$ cat src/rtl/cache_write_buffer_if.sv
// Bus bundle for the cache write buffer: cache write port, miss lookup,
// RAM write port and flush control. Clock and reset stay outside.
interface cache_write_buffer_if #(
    parameter int ADDR_W = 32,
    parameter int DATA_W = 32,
    parameter int PTR_W  = 2
);
    logic              WrReq;
    logic [ADDR_W-1:0] WrAddr;
    logic [DATA_W-1:0] WrData;
    logic              WrRdy;
    logic              RdReq;
    logic [ADDR_W-1:0] RdAddr;
    logic              FwdHit;
    logic [DATA_W-1:0] FwdData;
    logic              MWr;
    logic [ADDR_W-1:0] MAddr;
    logic [DATA_W-1:0] MData;
    logic              MAck;
    logic              Flush;
    logic              FlushDone;
    logic [PTR_W:0]    Count;

    // Cache / RAM side that drives requests and acknowledges.
    modport master (
        output WrReq, WrAddr, WrData, RdReq, RdAddr, MAck, Flush,
        input  WrRdy, FwdHit, FwdData, MWr, MAddr, MData, FlushDone, Count
    );

    // The buffer itself.
    modport slave (
        input  WrReq, WrAddr, WrData, RdReq, RdAddr, MAck, Flush,
        output WrRdy, FwdHit, FwdData, MWr, MAddr, MData, FlushDone, Count
    );
endinterface

$ cat src/rtl/cache_write_buffer.sv
// Posted write buffer between the cache write port and RAM.
// In-order drain, coalescing of repeat writes to a queued address
// (never into the entry currently being written to RAM), and
// youngest-match read forwarding so a miss never sees stale RAM.
module cache_write_buffer #(
    parameter int DEPTH  = 4,
    parameter int PTR_W  = 2,
    parameter int ADDR_W = 32,
    parameter int DATA_W = 32
) (
    input  logic                 CLK,
    input  logic                 CLR,
    cache_write_buffer_if.slave  bus
);

    typedef enum logic [1:0] {
        ST_IDLE  = 2'd0,
        ST_DRAIN = 2'd1,
        ST_FLUSH = 2'd2
    } state_t;

    localparam logic [PTR_W:0] COUNT_ZERO = {(PTR_W+1){1'b0}};
    localparam logic [PTR_W:0] COUNT_ONE  = (PTR_W+1)'(1);
    localparam logic [PTR_W:0] COUNT_FULL = (PTR_W+1)'(DEPTH);
    localparam logic [PTR_W-1:0] PTR_ONE  = PTR_W'(1);

    logic [ADDR_W-1:0] addr_r [DEPTH];
    logic [DATA_W-1:0] data_r [DEPTH];
    logic [PTR_W-1:0]  head_r;
    logic [PTR_W-1:0]  tail_r;
    logic [PTR_W:0]    count_r;
    state_t            state_r;
    logic              flush_done_r;

    state_t            state_next_s;
    logic              flush_done_next_s;
    logic [PTR_W:0]    count_next_s;
    logic              full_s;
    logic              wr_rdy_s;
    logic              mwr_s;
    logic              accept_s;
    logic              pop_s;
    logic              push_s;
    logic              coal_hit_s;
    logic [PTR_W-1:0]  coal_idx_s;
    logic              fwd_hit_s;
    logic [DATA_W-1:0] fwd_data_s;

    assign full_s   = (count_r == COUNT_FULL);
    assign wr_rdy_s = !full_s && (state_r != ST_FLUSH);
    // The head is in flight whenever a draining state has something queued.
    assign mwr_s    = (state_r != ST_IDLE) && (count_r != COUNT_ZERO);
    assign accept_s = bus.WrReq && wr_rdy_s;
    assign pop_s    = mwr_s && bus.MAck;
    assign push_s   = accept_s && !coal_hit_s;

    // Associative search over live entries, oldest to youngest, so the last
    // match wins: coalesce target for writes and forwarding source for reads.
    always_comb begin
        logic [PTR_W-1:0] idx_v;
        logic             live_v;
        logic             wr_m_v;
        logic             rd_m_v;
        idx_v      = {PTR_W{1'b0}};
        live_v     = 1'b0;
        wr_m_v     = 1'b0;
        rd_m_v     = 1'b0;
        coal_hit_s = 1'b0;
        coal_idx_s = {PTR_W{1'b0}};
        fwd_hit_s  = 1'b0;
        fwd_data_s = {DATA_W{1'b0}};
        for (int i = 0; i < DEPTH; i++) begin
            idx_v      = head_r + PTR_W'(i);
            live_v     = ((PTR_W+1)'(i) < count_r);
            wr_m_v     = live_v && (addr_r[idx_v] == bus.WrAddr) && !((i == 0) && mwr_s);
            rd_m_v     = live_v && (addr_r[idx_v] == bus.RdAddr) && bus.RdReq;
            coal_hit_s = coal_hit_s | wr_m_v;
            coal_idx_s = wr_m_v ? idx_v : coal_idx_s;
            fwd_hit_s  = fwd_hit_s | rd_m_v;
            fwd_data_s = rd_m_v ? data_r[idx_v] : fwd_data_s;
        end
    end

    // Occupancy after this cycle's push and pop.
    always_comb begin
        count_next_s = count_r;
        case ({push_s, pop_s})
            2'b10:   count_next_s = count_r + COUNT_ONE;
            2'b01:   count_next_s = count_r - COUNT_ONE;
            default: count_next_s = count_r;
        endcase
    end

    // Next state and flush-complete pulse.
    always_comb begin
        state_next_s      = state_r;
        flush_done_next_s = 1'b0;
        case (state_r)
            ST_IDLE: begin
                if (bus.Flush) begin
                    if (count_next_s == COUNT_ZERO) begin
                        state_next_s      = ST_IDLE;
                        flush_done_next_s = 1'b1;
                    end else begin
                        state_next_s = ST_FLUSH;
                    end
                end else if (count_r != COUNT_ZERO) begin
                    state_next_s = ST_DRAIN;
                end else begin
                    state_next_s = ST_IDLE;
                end
            end
            ST_DRAIN: begin
                if (bus.Flush) begin
                    if (count_next_s == COUNT_ZERO) begin
                        state_next_s      = ST_IDLE;
                        flush_done_next_s = 1'b1;
                    end else begin
                        state_next_s = ST_FLUSH;
                    end
                end else if (count_next_s == COUNT_ZERO) begin
                    state_next_s = ST_IDLE;
                end else begin
                    state_next_s = ST_DRAIN;
                end
            end
            ST_FLUSH: begin
                if (count_next_s == COUNT_ZERO) begin
                    state_next_s      = ST_IDLE;
                    flush_done_next_s = 1'b1;
                end else begin
                    state_next_s = ST_FLUSH;
                end
            end
            default: begin
                state_next_s      = ST_IDLE;
                flush_done_next_s = 1'b0;
            end
        endcase
    end

    // State register and flush-done pulse register.
    always_ff @(posedge CLK) begin
        if (CLR) begin
            state_r      <= ST_IDLE;
            flush_done_r <= 1'b0;
        end else begin
            state_r      <= state_next_s;
            flush_done_r <= flush_done_next_s;
        end
    end

    // Entry storage, pointers and occupancy; reset abandons any in-flight write.
    always_ff @(posedge CLK) begin
        if (CLR) begin
            for (int i = 0; i < DEPTH; i++) begin
                addr_r[i] <= {ADDR_W{1'b0}};
                data_r[i] <= {DATA_W{1'b0}};
            end
            head_r  <= {PTR_W{1'b0}};
            tail_r  <= {PTR_W{1'b0}};
            count_r <= COUNT_ZERO;
        end else begin
            if (push_s) begin
                addr_r[tail_r] <= bus.WrAddr;
                data_r[tail_r] <= bus.WrData;
                tail_r         <= tail_r + PTR_ONE;
            end else if (accept_s) begin
                data_r[coal_idx_s] <= bus.WrData;
            end
            if (pop_s) begin
                head_r <= head_r + PTR_ONE;
            end
            count_r <= count_next_s;
        end
    end

    assign bus.WrRdy     = wr_rdy_s;
    assign bus.MWr       = mwr_s;
    assign bus.MAddr     = mwr_s ? addr_r[head_r] : {ADDR_W{1'b0}};
    assign bus.MData     = mwr_s ? data_r[head_r] : {DATA_W{1'b0}};
    assign bus.FwdHit    = fwd_hit_s;
    assign bus.FwdData   = fwd_data_s;
    assign bus.FlushDone = flush_done_r;
    assign bus.Count     = count_r;

endmodule
$ cat src/flat_wrapper.sv
// flat-port wrapper written by rule: the top's interface ports become plain ports
module cache_write_buffer_flat 
#(
    parameter int DEPTH  = 4,
    parameter int PTR_W  = 2,
    parameter int ADDR_W = 32,
    parameter int DATA_W = 32
)
  (CLK, CLR, bus_WrReq, bus_WrAddr, bus_WrData, bus_RdReq, bus_RdAddr, bus_MAck, bus_Flush, bus_WrRdy, bus_FwdHit, bus_FwdData, bus_MWr, bus_MAddr, bus_MData, bus_FlushDone, bus_Count);
  cache_write_buffer_if #(.ADDR_W(ADDR_W), .DATA_W(DATA_W), .PTR_W(PTR_W)) bus_i ();
  input  logic CLK;
  input  logic CLR;
  input wire logic [$bits(bus_i.WrReq)-1:0] bus_WrReq;
  input wire logic [$bits(bus_i.WrAddr)-1:0] bus_WrAddr;
  input wire logic [$bits(bus_i.WrData)-1:0] bus_WrData;
  input wire logic [$bits(bus_i.RdReq)-1:0] bus_RdReq;
  input wire logic [$bits(bus_i.RdAddr)-1:0] bus_RdAddr;
  input wire logic [$bits(bus_i.MAck)-1:0] bus_MAck;
  input wire logic [$bits(bus_i.Flush)-1:0] bus_Flush;
  output wire logic [$bits(bus_i.WrRdy)-1:0] bus_WrRdy;
  output wire logic [$bits(bus_i.FwdHit)-1:0] bus_FwdHit;
  output wire logic [$bits(bus_i.FwdData)-1:0] bus_FwdData;
  output wire logic [$bits(bus_i.MWr)-1:0] bus_MWr;
  output wire logic [$bits(bus_i.MAddr)-1:0] bus_MAddr;
  output wire logic [$bits(bus_i.MData)-1:0] bus_MData;
  output wire logic [$bits(bus_i.FlushDone)-1:0] bus_FlushDone;
  output wire logic [$bits(bus_i.Count)-1:0] bus_Count;
  assign bus_i.WrReq = bus_WrReq;
  assign bus_i.WrAddr = bus_WrAddr;
  assign bus_i.WrData = bus_WrData;
  assign bus_i.RdReq = bus_RdReq;
  assign bus_i.RdAddr = bus_RdAddr;
  assign bus_i.MAck = bus_MAck;
  assign bus_i.Flush = bus_Flush;
  assign bus_WrRdy = bus_i.WrRdy;
  assign bus_FwdHit = bus_i.FwdHit;
  assign bus_FwdData = bus_i.FwdData;
  assign bus_MWr = bus_i.MWr;
  assign bus_MAddr = bus_i.MAddr;
  assign bus_MData = bus_i.MData;
  assign bus_FlushDone = bus_i.FlushDone;
  assign bus_Count = bus_i.Count;
  cache_write_buffer #(.DEPTH(DEPTH), .PTR_W(PTR_W), .ADDR_W(ADDR_W), .DATA_W(DATA_W)) u_core (.CLK(CLK), .CLR(CLR), .bus(bus_i));
endmodule
$ cat config.mk
export PLATFORM = sky130hd
export DESIGN_NAME = cache_write_buffer_flat
export DESIGN_NICKNAME = d
export VERILOG_FILES = /design/src/rtl/cache_write_buffer_if.sv /design/src/rtl/cache_write_buffer.sv /design/src/flat_wrapper.sv
export SDC_FILE = /design/constraint.sdc
export NUM_CORES = 1
export LEC_CHECK = 0
export CAP_MARGIN = 0
export CORE_MARGIN = 1.5
export CORE_UTILIZATION = 35
export CTS_CLUSTER_SIZE = 40
export DETAILED_ROUTE_END_ITERATION = 8
export GPL_TIMING_DRIVEN = 1
export PLACE_DENSITY = 0.57
export SLEW_MARGIN = 20
export SYNTH_ARGS = -nofsm -noshare
export SYNTH_HDL_FRONTEND = slang
export SYNTH_SLANG_ARGS = --single-unit
export TNS_END_PERCENT = 30
$ cat constraint.sdc
create_clock -name CLK -period 10.83 [get_ports CLK]
set_input_delay 1.083 -clock CLK [delete_from_list [all_inputs] [get_ports CLK]]
set_output_delay 1.083 -clock CLK [all_outputs]
set_load 0.01 [all_outputs]
Yosys cells after proc, flatten, opt, wreduce, memory -nomap -nowiden
Memory sizes are Yosys's and may differ from the RTL's. A register that Yosys moved wholly into a read port is not among the register bits.
Index checks and enable logic that the tools add are counted.
{"block": "classes", "order_cmp": 4, "bitwise": 6, "n_reduce_logical": 29, "n_mux": 42, "eq_ne": 14, "add_sub_neg": 6}
{"operator": "2-to-1 mux 32 bit", "count": 9}
{"operator": "== test 32 bit", "count": 8}
{"operator": "OR reduction 32 bit", "count": 3}
{"operator": "2-to-1 mux 2 bit", "count": 14}
{"operator": "logical AND 1 bit", "count": 18}
{"operator": "2-to-1 mux 1 bit", "count": 16}
{"operator": "less-than comparator 1 x 3 -> 1 bit (first input constant)", "count": 2}
{"operator": "less-than comparator 2 x 3 -> 1 bit (first input constant)", "count": 2}
{"operator": "bitwise OR 1 bit", "count": 6}
{"operator": "case mux 2 bit (3 select lines)", "count": 1}
{"operator": "case mux 3 bit (2 select lines)", "count": 1}
{"operator": "adder 2 x 1 -> 2 bit (second input constant)", "count": 2}
{"operator": "adder 2 bit (second input constant)", "count": 2}
{"operator": "== test 2 x 1 -> 1 bit (second input constant)", "count": 2}
{"operator": "== test 2 bit (second input constant)", "count": 2}
{"operator": "adder 3 x 1 -> 3 bit (second input constant)", "count": 1}
{"operator": "== test 3 bit (second input constant)", "count": 1}
{"operator": "zero test 1 bit", "count": 3}
{"operator": "zero test 3 bit", "count": 1}
{"operator": "nonzero test 3 bit", "count": 1}
{"operator": "subtractor 3 x 1 -> 3 bit (second input constant)", "count": 1}
{"operator": "zero test 2 bit", "count": 1}
{"operator": "inequality test 2 bit (second input constant)", "count": 1}
{"operator": "case mux 1 bit (2 select lines)", "count": 1}
{"operator": "2 further kinds", "count": 2}
{"block": "word_totals", "elab_cells": 108, "output_inout_bits": 103, "inputBits": 102, "mem_bits_rw": 256, "reg_bits": 10, "mem_count": 2}
{"name": "u_core.addr_r", "words": 4, "width": 32, "read_ports": 4, "rd_ports_with_merged_regs": 1, "wr": 4, "line": "cache_write_buffer.sv:27", "source": "logic [ADDR_W-1:0] addr_r [DEPTH];"}
{"name": "u_core.data_r", "words": 4, "width": 32, "read_ports": 4, "rd_ports_with_merged_regs": 1, "wr": 4, "line": "cache_write_buffer.sv:28", "source": "logic [DATA_W-1:0] data_r [DEPTH];"}

Longest topological paths before layout
Gate-level depths: netlist (run 1).
{"block": "depth", "depth_word": 15, "ltp_mapped": 21}

Worst setup path after synthesis (run 1)
Ideal clock, no wire load.
{"block": "synth_timing", "path_type": "input-to-reg", "start": "input bus_WrAddr[12]", "end": "memory u_core.data_r[3][0], enable pin", "required_time_ns": 10.360, "path_slack_ns": 4.359, "arrival_time_ns": 6.001, "path_buffers": 2, "setup_ns": 0.470, "cell_stages": 12, "path_cell_list": "buf_1 -> nor2b_1 -> a2bb2o_1 -> nor4b_1 -> nand4_1 -> or4b_1 -> or2_2 -> a21oi_1 -> o31ai_1 -> a22oi_1 -> buf_2 -> a21boi_0"}
{"item": "from (decl)", "line": "flat_wrapper.sv:14", "source": "input wire logic [$bits(bus_i.WrAddr)-1:0] bus_WrAddr;"}
{"item": "to (decl)", "line": "cache_write_buffer.sv:28"}

==> results of run 1 <==
## state kept, by name, summed over array words and instances, names as in the netlist, named ones only
signal,cells
u_core.addr_r,128
u_core.bus.Count,3
u_core.bus.FlushDone,1
u_core.data_r,128
u_core.head_r,2
u_core.state_r,2
u_core.tail_r,2
## power by group through the flow
stage                     Sequential [mW]  Clock (mW)  Combinational (mW)
after floorplan                      1.28           0               0.393
after detailed placement             1.31           0               0.665
after global placement               1.30           0               0.667
after global routing                 1.30        1.24               0.704
final                                1.29        1.19               0.678
after CTS                            1.29        1.20               0.669
## kinds of logic (layout without fill, tap and decap cells)
kind of cell    count (synthesis)  in the layout  share of synthesized area [%]
mux                           355            355                           27.9
buf+inv                       264            390                           5.27
simple gates                  682            682                           15.8
xor+xnor                      223            223                           8.60
flops                         268            268                           34.6
fa+ha+maj                       6              6                          0.328
compound gates                239            239                           7.44
## critical path, cell delays in order, from the launching register on
cell	delay [ns]
dfxtp_4	0.74
buf_4	0.84
mux4_2	0.66
xor2_1	0.17
nor4_1	0.78
nand4_1	0.15
nor4_1	0.31
nand4_1	0.27
nor2_2	0.18
buf_4	0.42
a22oi_1	0.17
a21o_1	0.20
a21oi_1	0.30
clkdlybuf4s50_1	0.60
## cell type report
class | instances | area share, %
clock buffers | 32 | 2.91
multi-input cells | 1505 | 51.8
repair buffers | 244 | 8.97
flip-flops and latches | 268 | 29.7
inverters | 88 | 1.24
well taps | 855 | 4.00
clock inverters | 26 | 1.40
## cells in the mapped netlist (all sizes together), types with 8 or more instances
cell type / count
and2: 98
clkbuf: 91
o221ai: 8
buf: 85
a22oi: 38
nand2b: 19
nand2: 118
dfxtp: 12
xor2: 51
nand4: 54
a21o: 36
nor2: 195
mux4: 223
edfxtp: 256
nor3: 84
nor4: 25
mux2: 19
mux2i: 113
nor2b: 12
o21ai: 23
nand3: 25
o22ai: 14
or3: 9
o2111ai: 9
xnor2: 172
inv: 88
a21oi: 49
## worst paths after layout
path	from	end	slack (ns)
worst max-delay path	flip-flop	bus_FwdData[8]	3.19
worst min-delay path	u_core.state_r[1]$_SDFF_PP0_	u_core.state_r[0]$_SDFF_PP0_	0.48
worst max register to register	u_core.head_r[0]$_SDFFE_PP0P_	u_core.data_r[3][30]$_DFFE_PP_	4.01
worst min register to register	u_core.state_r[1]$_SDFF_PP0_	u_core.state_r[0]$_SDFF_PP0_	0.48
## cell usage in the layout, fill, tap and decap left out, types with 5 or more instances in the layout
| master | instances |
|---|---|
| a21o_1 | 36 |
| a21oi_1 | 49 |
| a22oi_1 | 37 |
| a31oi_1 | 6 |
| and2_1 | 98 |
| buf_4 | 36 |
| bufinv_16 | 8 |
| clkbuf_16 | 31 |
| clkdlybuf4s50_1 | 204 |
| clkinv_2 | 8 |
| clkinvlp_4 | 6 |
| dfxtp_1 | 8 |
| edfxtp_1 | 256 |
| ha_1 | 6 |
| inv_1 | 86 |
| mux2_2 | 18 |
| mux2i_1 | 112 |
| mux4_2 | 221 |
| nand2_1 | 118 |
| nand2b_1 | 19 |
| nand3_1 | 23 |
| nand4_1 | 54 |
| nor2_1 | 164 |
| nor2_2 | 10 |
| nor2_4 | 21 |
| nor2b_1 | 12 |
| nor3_1 | 83 |
| nor4_1 | 24 |
| nor4b_1 | 5 |
| o2111ai_1 | 9 |
| o21ai_0 | 19 |
| o221ai_1 | 8 |
| o22ai_1 | 13 |
| o2bb2ai_1 | 7 |
| or2_2 | 7 |
| or3_1 | 8 |
| or4_1 | 6 |
| xnor2_1 | 170 |
| xor2_1 | 51 |
## metal layers
layer  up-vias  wire [µm]
met5         -         11
met4         2       3140
met3       137       6320
met2       890      44100
met1      9535      37400
li1       7932          -
==> results.json, run 1 <==
{
  "dr.first_iter.drc_count": 1916,
  "async_reset_ff_share_pct": 0,
  "cts_made_buffers": 31,
  "synth_area_per_cell_um2": 11.2,
  "clkTransAtPathRegs_ns": 0.06,
  "fp.dieArea_um2": 66900,
  "setup_viol": 0,
  "switching_share_pct": 30.5,
  "period_minus_slack_ns": 7.64,
  "place_hpwl_um": 67400,
  "cts.repair.resized": 0,
  "clkLatencyLatePin_ns": 0.62,
  "grtUsageTotal_pct": 26.8,
  "ant_nets": 0,
  "overflow": 0,
  "cts_hold_buf": 0,
  "io_pins": 205,
  "antenna_found_initial": 2,
  "syn_area_um2": 22900,
  "grt_busiest_layer": "met2",
  "die-width_um": 259,
  "powerDensity_nw_per_um2": 118,
  "p_sw_mw": 0.961,
  "reg2regPathDepth": 13,
  "stdcell_count": 3018,
  "crit_required_ns": 9.75,
  "synth_fp_nets": 2145,
  "path_class": "flip-flop to output pin",
  "synthDistinctLibCells": 86,
  "drive_above_1_share_pct": 18.6,
  "seq_area_um2": 7940,
  "drc": 0,
  "syn_inst": 2037,
  "via_per_inst": 6.13,
  "rows": 93,
  "ys_seq_elements": 268,
  "cts.path.max_buffers": 3,
  "htree_levels": 1,
  "die_y_um": 259,
  "grt_start_max_net_pins": 125,
  "synth_top_area_share_pct": 33.6,
  "fmax_ghz": 0.131,
  "postCtsSetupRepairBufs": 0,
  "placed_area_um2": 25600,
  "synthTopCellsByArea": "edfxtp_1, mux4_2, xnor2_1, mux2i_1, nor2_1",
  "via_count": 18500,
  "dr.pass1.iters": 5,
  "finClkSkew_ns": 0.0304,
  "min_period_over_period_pct": 70.6,
  "multi_input_area_um2": 13800,
  "grt_pass1_vias": 17900,
  "crit_path_end_kind": "output pin",
  "synth_edf_count": 256,
  "max-cap-violations": 0,
  "root_buffer": "clkbuf_16",
  "clkPwrFrac_pct": 37.6,
  "relSlewSlack_pct": 32.3,
  "gp_congestion": 1.01,
  "yosys.area.top_type": "edfxtp_1",
  "fin_hold_ws_ns": 0.481,
  "area_growth_syn_to_layout_pct": 16.9,
  "use_met2_pct": 45.2,
  "cts.sinks": 268,
  "place.port_buffers": 204,
  "yosysWarnings": 0,
  "worst_slack_ns": 3.19,
  "hold_depth": 1,
  "total_power_mw": 3.15,
  "cts_tree": "built",
  "status": "finished clean",
  "yosysSeqAreaShare_pct": 34.6,
  "fillerInstances": 6175,
  "met3_usage_pct": 3.15,
  "synth_top_flop_cell": "edfxtp_1",
  "drt-total-wl_um": 91000,
  "coreArea_um2": 64600,
  "power.leakage_nw": 8.71,
  "grt_use_met1_pct": 35.9,
  "fin_util_pct": 41.4,
  "cp.arrival_ns": 6.56,
  "rsz0062_at_grt": "no",
  "critPathMaxFanout": 42,
  "vdd_ir_drop_max_v": 0.000127,
  "maxSlewViolCount": 0,
  "grt_pass1_wl_um": 130000,
  "wl_per_cell_um": 30.1,
  "diodes": 0,
  "post-place-ws_ns": 3.77,
  "p_int_mw": 2.19,
  "fin_tns_setup_ns": 0,
  "worstSetupStartpointType": "flip-flop",
  "worst_slew_pin_slew_ns": 0.988,
  "hold_viol": 0,
  "min_path_type": "flip-flop to flip-flop",
  "start_util_pct": 35.4,
  "p_comb_share_pct": 21.5,
  "power_frac_seq_pct": 40.8,
  "dp.cells": 2959,
  "final_cell_area_um2": 26700,
  "layout.nets": 2246
}
(Power assumes the default switching activity.)
==> run 2, diff against run 1 <==
--- a/config.mk
+++ b/config.mk
@@ -11,7 +11,7 @@
 export CTS_CLUSTER_SIZE = 40
 export DETAILED_ROUTE_END_ITERATION = 8
 export GPL_TIMING_DRIVEN = 1
-export PLACE_DENSITY = 0.57
+export PLACE_DENSITY = 0.59
 export SLEW_MARGIN = 20
 export SYNTH_ARGS = -nofsm -noshare
 export SYNTH_HDL_FRONTEND = slang
==> constraint.sdc (replaced) <==
create_clock -name CLK -period 6.64 [get_ports CLK]
set_input_delay 0.664 -clock CLK [delete_from_list [all_inputs] [get_ports CLK]]
set_output_delay 0.664 -clock CLK [all_outputs]
set_load 0.01 [all_outputs]
==> run 2 against run 1 <==
- sequential cell count unchanged
- critical path depth stayed put
- non-clock buffer count increased by 28
- hold slack lost 0.0037 ns
- global-route usage is 0.12 points higher
- count of clock-buffer cells in the layout up 1
- highest routed layer unchanged
==> results.json, run 2 (synthesis results as in run 1) <==
{
  "hold_depth": 1,
  "setup_viol": 0,
  "fillerInstances": 6123,
  "cts.repair.resized": 0,
  "via_count": 18700,
  "slowest_stage": "dfxtp_4",
  "min_from": "u_core.state_r[1]$_SDFF_PP0_",
  "mostFrequentLayoutCell": "edfxtp_1",
  "fin_tns_setup_ns": 0,
  "antenna_found_initial": 4,
  "worst_slew_pin_slew_ns": 1.11,
  "r2r_slack_ns": 0.87,
  "coreArea_um2": 64600,
  "via_per_inst": 6.15,
  "grt_pass1_vias": 18200,
  "fin_util_pct": 41.6,
  "ant_nets": 0,
  "cts_tree": "built",
  "rsz0062_at_grt": "no",
  "min_path_type": "flip-flop to flip-flop",
  "max-cap-violations": 0,
  "htree_levels": 1,
  "maxSlewViolCount": 0,
  "start_util_pct": 35.4,
  "reg2regPathDepth": 12,
  "place.port_buffers": 204,
  "grt_start_max_net_pins": 67,
  "wl_per_cell_um": 30.0,
  "period_minus_slack_ns": 6.40,
  "root_buffer": "clkbuf_16",
  "cts_made_buffers": 30,
  "layout.nets": 2273,
  "min_to": "u_core.state_r[0]$_SDFF_PP0_",
  "diodes": 0,
  "finClkSkew_ns": 0.0139,
  "dr.pass1.iters": 6,
  "dr.first_iter.drc_count": 2057,
  "final_cell_mix": "edfxtp_1, mux4_2, clkdlybuf4s50_1",
  "rows": 93,
  "fmax_ghz": 0.156,
  "cts.sinks": 268,
  "die-width_um": 259,
  "cts_hold_buf": 0,
  "gp_congestion": 1.05,
  "cp.arrival_ns": 5.74,
  "path_cells": "buf_4 > mux4_2 > xor2_1 > nor4_1 > nand4_1 > nor4_1 > nand4_1 > nor2_2 > buf_12 > a22oi_1 > a21o_1 > a21oi_1 > clkdlybuf4s50_1",
  "path_class": "flip-flop to output pin",
  "fin_hold_ws_ns": 0.477,
  "place_hpwl_um": 68300,
  "rr_endpoint": "u_core.data_r[0][5]$_SDFFCE_PN0P_",
  "clkTransAtPathRegs_ns": 0.06,
  "overflow": 0,
  "crit_required_ns": 5.98,
  "area_growth_syn_to_layout_pct": 17.5,
  "power.leakage_nw": 8.82,
  "hold_viol": 0,
  "relSlewSlack_pct": 26.1,
  "clkLatencyLatePin_ns": 0.60,
  "cts.path.max_buffers": 3,
  "drive_above_1_share_pct": 19.1,
  "min_period_over_period_pct": 96.4,
  "drt-total-wl_um": 91400,
  "worstSetupStartpointType": "flip-flop",
  "die_y_um": 259,
  "crit_path_end_kind": "output pin",
  "io_pins": 205,
  "status": "finished clean",
  "fp.dieArea_um2": 66900,
  "grtUsageTotal_pct": 26.9,
  "grt_pass1_wl_um": 131000,
  "vdd_ir_drop_max_v": 0.000195,
  "critPathMaxFanout": 32,
  "cpPeakStageDelay_ns": 0.80,
  "drc": 0,
  "powerDensity_nw_per_um2": 187
}
## run 2: cell count changes in the layout (fill, tap and decap cells not counted), moves of 2 or more
cell / before / now
buf_12: 3 / 5
buf_4: 36 / 63
clkbuf_1: 1 / 3
clkinv_1: 0 / 6
clkinv_2: 8 / 5
clkinv_4: 2 / 0
clkinvlp_4: 6 / 0
inv_6: 0 / 2
## run 2: worst max path at each step
stage	from	end	slack (ns)	cells after the start
2_1_floorplan	u_core.head_r[0]$_SDFFE_PP0P_	u_core.data_r[3][0]$_DFFE_PP_	0.47	12
3_3_place_gp	u_core.head_r[1]$_SDFFE_PP0P_	bus_FwdData[3]	0.77	12
3_5_place_dp	u_core.head_r[1]$_SDFFE_PP0P_	bus_FwdData[20]	0.79	12
4_1_cts	u_core.head_r[1]$_SDFFE_PP0P_	bus_FwdData[20]	0.10	12
5_1_grt	flip-flop	bus_FwdData[20]	0.08	13
6_report	flip-flop	bus_FwdData[23]	0.24	13
## run 2: repair_timing
item | CTS | global route
endpoints found under the hold margin | 0 | 0
buffers inserted | 0 | 2
setup endpoints to repair | 0 | 7
## run 2: layer usage
layer,GRT usage [%],vias to the layer above,part of all wire (%)
met3,3.96,126,7.5
met4,7.80,8,3.1
met2,44.2,956,47
li1,-,7998,-
met1,36.9,9627,42
met5,0,-,0.053
## run 2: critical path: cells and delay by family (launching register included)
family / cells / cell delay [ns]
muxes: 1 / 0.61
DFF: 1 / 0.80
AOI/OAI and AO/OA: 3 / 0.55
buffers and inverters: 3 / 1.18
and+or+nand+nor: 5 / 1.74
xor gates and xnor gates: 1 / 0.20
## run 2: metrics by stage
step / cells / power (mW) / instance area, µm² / worst slack [ns]
finish: 3043 / 5.04 / 26900 / 0.240
CTS: 3041 / 5.04 / 26900 / 0.102
global route: 3043 / 5.18 / 26900 / 0.0762
floorplan: 2037 / 2.73 / 22900 / 0.468
global placement: 2986 / 3.21 / 25800 / 0.775
detailed placement: 2986 / 3.22 / 25800 / 0.786
## run 2: layout make-up
cell class                      instances  area, µm²  area share, %
Multi-Input combinational cell       1505      13800           51.5
Sequential cell                       268       7940           29.5
Timing Repair Buffer                  272       2620           9.73
Tap cell                              855       1070           3.98
Clock buffer                           33        762           2.83
Inverter                               88        330           1.23
Clock inverter                         22        317           1.18
## run 2: report_power, final
part           leakage [nW]  switching [mW]  total (mW)  internal (mW)
clock network         0.528           0.723        1.83           1.10
registers              2.76           0.121        2.10           1.98
logic                  5.54           0.685        1.11          0.420
total                  8.82            1.53        5.04           3.51
==> run 3, diff against run 2 <==
--- a/config.mk
+++ b/config.mk
@@ -8,10 +8,11 @@
 export CAP_MARGIN = 0
 export CORE_MARGIN = 1.5
 export CORE_UTILIZATION = 35
-export CTS_CLUSTER_SIZE = 40
+export CTS_CLUSTER_SIZE = 20
 export DETAILED_ROUTE_END_ITERATION = 8
 export GPL_TIMING_DRIVEN = 1
 export PLACE_DENSITY = 0.59
+export SKIP_CTS_REPAIR_TIMING = 1
 export SLEW_MARGIN = 20
 export SYNTH_ARGS = -nofsm -noshare
 export SYNTH_HDL_FRONTEND = slang
==> results of run 3 <==
Final layout, timing and power as in run 2 (identical DEF).
